$ cat src/rtl/shift_pipe_sched.sv
// shift_pipe_sched: round-robin scheduler sharing one fixed-latency pipe among
// NumReq requesters. Granted beats go out through a registered issue stage, and
// a parallel ID shift register follows each beat through the pipe. Returning
// beats are routed to their owner by that ID. Per-requester credit counters
// bound the number of outstanding beats. A sticky flag reports when the pipe and
// the tracker disagree.
module shift_pipe_sched #(
    parameter int NumReq   = 4,
    parameter int Width    = 32,
    parameter int Latency  = 8,
    parameter int MaxOutst = 4,
    localparam int IdW     = $clog2(NumReq),
    localparam int CntW    = $clog2(MaxOutst + 1)
) (
    input  logic                    clk_i,
    input  logic                    rst_i,
    input  logic                    en_i,
    input  logic [NumReq-1:0]       req_valid_i,
    output logic [NumReq-1:0]       req_ready_o,
    input  logic [NumReq*Width-1:0] req_data_i,
    output logic                    pipe_valid_o,
    output logic [Width-1:0]        pipe_data_o,
    input  logic                    pipe_valid_i,
    input  logic [Width-1:0]        pipe_data_i,
    output logic [NumReq-1:0]       rsp_valid_o,
    output logic [Width-1:0]        rsp_data_o,
    output logic                    busy_o,
    output logic                    err_o
);

    // Scheduler state
    logic [IdW-1:0]   ptr_reg;
    logic [CntW-1:0]  cnt_reg  [NumReq];
    logic [CntW-1:0]  cnt_next [NumReq];
    logic             pipe_valid_reg;
    logic [Width-1:0] pipe_data_reg;
    logic             err_reg;

    // ID tracker: stage Latency is the tail and lines up with pipe_valid_i.
    logic [Latency:0] trk_valid_reg;
    logic [IdW-1:0]   trk_id_reg  [Latency+1];
    logic [IdW-1:0]   trk_id_next [Latency+1];

    // Arbitration and response signals
    logic [NumReq-1:0] elig;
    logic [NumReq-1:0] grant;
    logic [IdW-1:0]    grant_id;
    logic              grant_any;
    logic [Width-1:0]  granted_data;
    logic              tail_valid;
    logic [IdW-1:0]    tail_id;
    logic [NumReq-1:0] rsp_hit;
    logic [NumReq-1:0] drop_hit;
    logic [NumReq-1:0] underflow;

    assign tail_valid = trk_valid_reg[Latency];
    assign tail_id    = trk_id_reg[Latency];

    // Per-requester eligibility, response decode and credit update.
    // Eligibility looks only at the registered count, so a credit returned this
    // cycle can be used from the next cycle on.
    // A tail entry with no pipe beat releases its credit so the slot is not lost.
    generate
        for (genvar gi = 0; gi < NumReq; gi++) begin : g_req
            assign elig[gi] = en_i & ~rst_i & req_valid_i[gi]
                            & (cnt_reg[gi] < CntW'(MaxOutst));
            assign rsp_hit[gi]  = pipe_valid_i & tail_valid & (tail_id == IdW'(gi));
            assign drop_hit[gi] = ~pipe_valid_i & tail_valid & (tail_id == IdW'(gi));
            assign underflow[gi] = rsp_hit[gi] & (cnt_reg[gi] == '0);

            always_comb begin
                cnt_next[gi] = cnt_reg[gi];
                if (grant[gi] && !(rsp_hit[gi] || drop_hit[gi])) begin
                    if (cnt_reg[gi] < CntW'(MaxOutst)) begin
                        cnt_next[gi] = cnt_reg[gi] + 1'b1;
                    end
                end else if (!grant[gi] && (rsp_hit[gi] || drop_hit[gi])) begin
                    if (cnt_reg[gi] != '0) begin
                        cnt_next[gi] = cnt_reg[gi] - 1'b1;
                    end
                end
            end
        end
    endgenerate

    // Round-robin search starting just after the last granted index
    always_comb begin
        grant     = '0;
        grant_id  = '0;
        grant_any = 1'b0;
        for (int i = 1; i <= NumReq; i++) begin
            if (!grant_any && elig[(int'(ptr_reg) + i) % NumReq]) begin
                grant_any = 1'b1;
                grant_id  = IdW'((int'(ptr_reg) + i) % NumReq);
            end
        end
        if (grant_any) begin
            grant[grant_id] = 1'b1;
        end
    end

    assign granted_data = req_data_i[grant_id*Width +: Width];

    // Tracker ID path: each stage loads only when the stage behind it is valid
    generate
        for (genvar gi = 0; gi <= Latency; gi++) begin : g_trk
            if (gi == 0) begin : g_head
                assign trk_id_next[gi] = grant_any ? grant_id : trk_id_reg[gi];
            end else begin : g_body
                assign trk_id_next[gi] = trk_valid_reg[gi-1] ? trk_id_reg[gi-1]
                                                             : trk_id_reg[gi];
            end
        end
    endgenerate

    // Tracker IDs carry no reset; the valid bits alone qualify them
    always_ff @(posedge clk_i) begin
        trk_id_reg <= trk_id_next;
    end

    // Pointer, issue stage, tracker valids, credits and sticky error
    always_ff @(posedge clk_i or posedge rst_i) begin
        if (rst_i) begin
            ptr_reg        <= IdW'(NumReq - 1);
            pipe_valid_reg <= 1'b0;
            pipe_data_reg  <= '0;
            trk_valid_reg  <= '0;
            err_reg        <= 1'b0;
            for (int k = 0; k < NumReq; k++) begin
                cnt_reg[k] <= '0;
            end
        end else begin
            if (grant_any) begin
                ptr_reg       <= grant_id;
                pipe_data_reg <= granted_data;
            end
            pipe_valid_reg <= grant_any;
            trk_valid_reg  <= {trk_valid_reg[Latency-1:0], grant_any};
            cnt_reg        <= cnt_next;
            if ((pipe_valid_i != tail_valid) || (|underflow)) begin
                err_reg <= 1'b1;
            end
        end
    end

    assign req_ready_o  = grant;
    assign pipe_valid_o = pipe_valid_reg;
    assign pipe_data_o  = pipe_data_reg;
    assign rsp_valid_o  = rsp_hit;
    assign rsp_data_o   = pipe_data_i;
    assign busy_o       = pipe_valid_reg | (|trk_valid_reg);
    assign err_o        = err_reg;

endmodule

$ cat config.mk
export PLATFORM = sky130hd
export DESIGN_NAME = shift_pipe_sched
export DESIGN_NICKNAME = d
export VERILOG_FILES = /design/src/rtl/shift_pipe_sched.sv
export SDC_FILE = /design/constraint.sdc
export NUM_CORES = 1
export LEC_CHECK = 0
export BUFFER_PORTS_ARGS = -buffer_cell sky130_fd_sc_hd__buf_4
export CAP_MARGIN = 15
export CELL_PAD_IN_SITES_DETAIL_PLACEMENT = 2
export CELL_PAD_IN_SITES_GLOBAL_PLACEMENT = 2
export CORE_MARGIN = 10
export CORE_UTILIZATION = 29
export DETAILED_ROUTE_END_ITERATION = 7
export PLACE_DENSITY = 0.86
export SLEW_MARGIN = 20
export SYNTH_ARGS = -nofsm -noshare
export SYNTH_HDL_FRONTEND = slang
export SYNTH_SLANG_ARGS = --single-unit
$ cat constraint.sdc
create_clock -name clk_i -period 7.4 [get_ports clk_i]
set_clock_uncertainty 0.2 [all_clocks]
set_input_delay 1.48 -clock clk_i [delete_from_list [all_inputs] [get_ports clk_i]]
set_output_delay 1.48 -clock clk_i [all_outputs]
set_load 0.02 [all_outputs]
==> impl_metrics.csv <==
group,metric,value,unit
run_status,outcome,"finished, final reports clean",
yosys,synth-compound-area-share,0.166,
worst_setup_path,r2r_start,"cnt_reg[11]$_DFFE_PP0P_",
worst_setup_path,worstSetupPathType,"in2out",
die,core,17200,um2
yosys,synth.net_count,708,
routing,vias,4826,
die,ios,243,
worst_setup_path,critPathMaxFanout,30,
worst_setup_path,rrSetupSlack,3.61,ns
timing,slew_headroom,0.319,
layout,largest_register_ffs,32,
power,power_density,335,nW/um2
layout,final_cell_mix,"185 x buf_4, 56 x nor3b_1, 54 x dfrtp_1",
global_route,grt_pass1_wl,32300,um
worst_setup_path,startpoint_type,"input port",
yosys,yosysSeqAreaShare,0.386,
die,die_y,152,um
worst_setup_path,ff2ff_path_depth,10,
die,chipWidth,152,um
clock_network,cts.clk_slew.worst_paths,0.06,ns
timing,finalSetupViolCount,0,
placement,hpwl,15900,um
hold_path,hp-class,"reg2reg",
yosys,synth-adder-area-share,0.0358,
layout,syn_to_final_growth,30.6,%
timing,holdWs,0.223,ns
routing,drt-total-wl,21000,um
yosys,synth_top_area_frac,0.268,
yosys,synth_seq_cells,74,
routing,drt-vias-per-instance,5.50,
timing,rsz0062_at_grt,"false",
yosys,synth_area_per_cell,9.54,um2
worst_setup_path,crit_path_end_kind,"primary output",
power,p_leak,2.84,nW
placement,port_buffers,178,
clock_network,h-tree-depth,3,
routing,drc,0,
routing,drt_first_pass_iters,5,
timing,period_needed,5.08,ns
yosys,synth_warnings,0,
yosys,synth-edff-count,18,
clock_network,ctsHoldBuffers,0,
clock_network,cts_buffers,9,
clock_network,post_cts_buffers,0,
yosys,synth_ff_type,"dfrtp_1",
clock_network,cts_tree,"built",
yosys,yosysTopAreaCell,"dfrtp_1",
yosys,syn-instance-count,528,
placement,dp_slack,2.37,ns
timing,hold_viol_final,0,
global_route,overflow,0,
yosys,yosys.area_share.simple,0.236,
timing,fmax,0.197,GHz
global_route,grt_max_degree,66,
yosys,synth-xor-area-share,0.00695,
job,maxCapViolations,0,
routing,first_iter_violations,189,
timing,slew_violations,0,
worst_setup_path,worstPathArrival,3.40,ns
yosys,synth_mux_area_frac,0.0680,
yosys,synthArstFlopShare,0.757,
timing,worst_pin_slew,1.02,ns
timing,fin_ws,2.32,ns
yosys,synth_cell_types,51,
clock_network,clkSinkCount,74,
clock_network,clock_latency,0.35,ns
placement,gp_congestion,0.822,
clock_network,root_buffer,"clkbuf_16",
worst_setup_path,startpoint,"rst_i",
layout,fin_nets,827,
routing,wl_per_cell,24.0,um
worst_setup_path,required,5.72,ns
clock_network,cts_resized,0,
layout,final_common_cell,"buf_4",
hold_path,hold_depth,0,
global_route,grt.total_usage,0.177,
worst_setup_path,r2r_end,"cnt_reg[2]$_DFFE_PP0P_",
global_route,antenna_found_initial,1,
timing,setup_tns,0,ns
worst_setup_path,crit_end,"req_ready_o[3]",
yosys,synth_area_leaders,"dfrtp_1 27%, edfxtp_1 11%, nor3b_1 8.3%",
layout,antenna-diode-count,0,
yosys,synth_top_family_by_area,"simple AND/OR/NAND/NOR gates",
routing,ant_nets,0,
timing,fin_crit_sh,0.686,
die,start_util,0.293,
die,die_area,23000,um2
layout,drive_above_1_share,0.337,
die,rows,48,
global_route,grt_pass1_vias,5535,
clock_network,clk_path_buf_depth,2,
power,max-vdd-ir-drop,163,uV
yosys,synth_area,5040,um2
==> metal layers <==
metal | share of wire | up-vias | wire, um | global-route usage
met4 | 0.022 | 2 | 453 | 0.0605
met5 | 0.00062 | - | 13 | 0
li1 | - | 2199 | - | -
met3 | 0.083 | 38 | 1750 | 0.0793
met1 | 0.40 | 2415 | 8460 | 0.190
met2 | 0.49 | 172 | 10400 | 0.301
==> critical path: stages <==
cell       delay, ns
buf_4           0.12
nand4bb_1       0.15
buf_4           0.36
a21oi_1         0.13
a211oi_1        0.87
buf_4           0.28
==> layout make-up <==
cell class | count | area (um2)
Clock inverter | 7 | 81.3
Multi-Input combinational cell | 365 | 2610
Sequential cell | 74 | 1940
Fill cell | 1903 | 10600
Inverter | 12 | 45.0
Tap cell | 225 | 282
Timing Repair Buffer | 185 | 1390
Clock buffer | 9 | 225
==> stage by stage <==
step                      power, mW  area [um2]  std cells   util
after floorplan                1.36        5040        528      -
after detailed placement       1.75        6260        861  0.365
after CTS                      2.23        6570        877  0.382
final                          2.20        6580        877  0.383
after global routing           2.35        6580        877  0.383
after global placement         1.68        6260        861  0.365
==> cell usage after synthesis (3+ instances only) <==
library cell   n
a21oi_1        9
a311oi_1      28
a31oi_1       28
a32o_1         4
and2_1         3
and3_1        29
buf_2         20
buf_4         36
clkbuf_1      18
dfrtp_1       54
edfxtp_1      18
fa_1           4
ha_1           8
inv_1         10
mux2i_1       32
nand2_1        5
nand2b_1      11
nand3_1       31
nand4bb_1      3
nor2_1        40
nor2b_1        5
nor3_1         6
nor3b_1       56
nor4_1         4
o21ai_0       22
o21ai_1        4
o31a_1         4
==> worst min-delay path by stage <==
stage / startpoint / to / slack, ns
2_1_floorplan: trk_id_reg[2]$_DFFE_PP_ / tail_id[0]$_DFFE_PP_ / 0.20
3_3_place_gp: trk_id_reg[9]$_DFFE_PP_ / trk_id_reg[7]$_DFFE_PP_ / 0.20
3_5_place_dp: trk_id_reg[10]$_DFFE_PP_ / trk_id_reg[8]$_DFFE_PP_ / 0.21
4_1_cts: trk_id_reg[6]$_DFFE_PP_ / trk_id_reg[4]$_DFFE_PP_ / 0.22
5_1_grt: trk_id_reg[6]$_DFFE_PP_ / trk_id_reg[4]$_DFFE_PP_ / 0.23
6_report: trk_id_reg[6]$_DFFE_PP_ / trk_id_reg[4]$_DFFE_PP_ / 0.22
==> kinds of logic (layout without fill, tap and decap cells) <==
logic type / Yosys count / count (layout)
AO/OA/AOI/OAI: 117 / 117
flip-flops: 74 / 74
AND/OR/NAND/NOR: 198 / 198
XOR/XNOR: 4 / 4
adder cells (fa/ha/maj): 12 / 12
multiplexers: 34 / 34
buffers and inverters: 89 / 213
==> power by group <==
part	total [mW]	switching (mW)	internal, mW
Clock	0.466	0.199	0.267
Combinational	1.02	0.594	0.422
Sequential	0.722	0.141	0.582
Total	2.20	0.933	1.27
(Power assumes the default switching activity.)
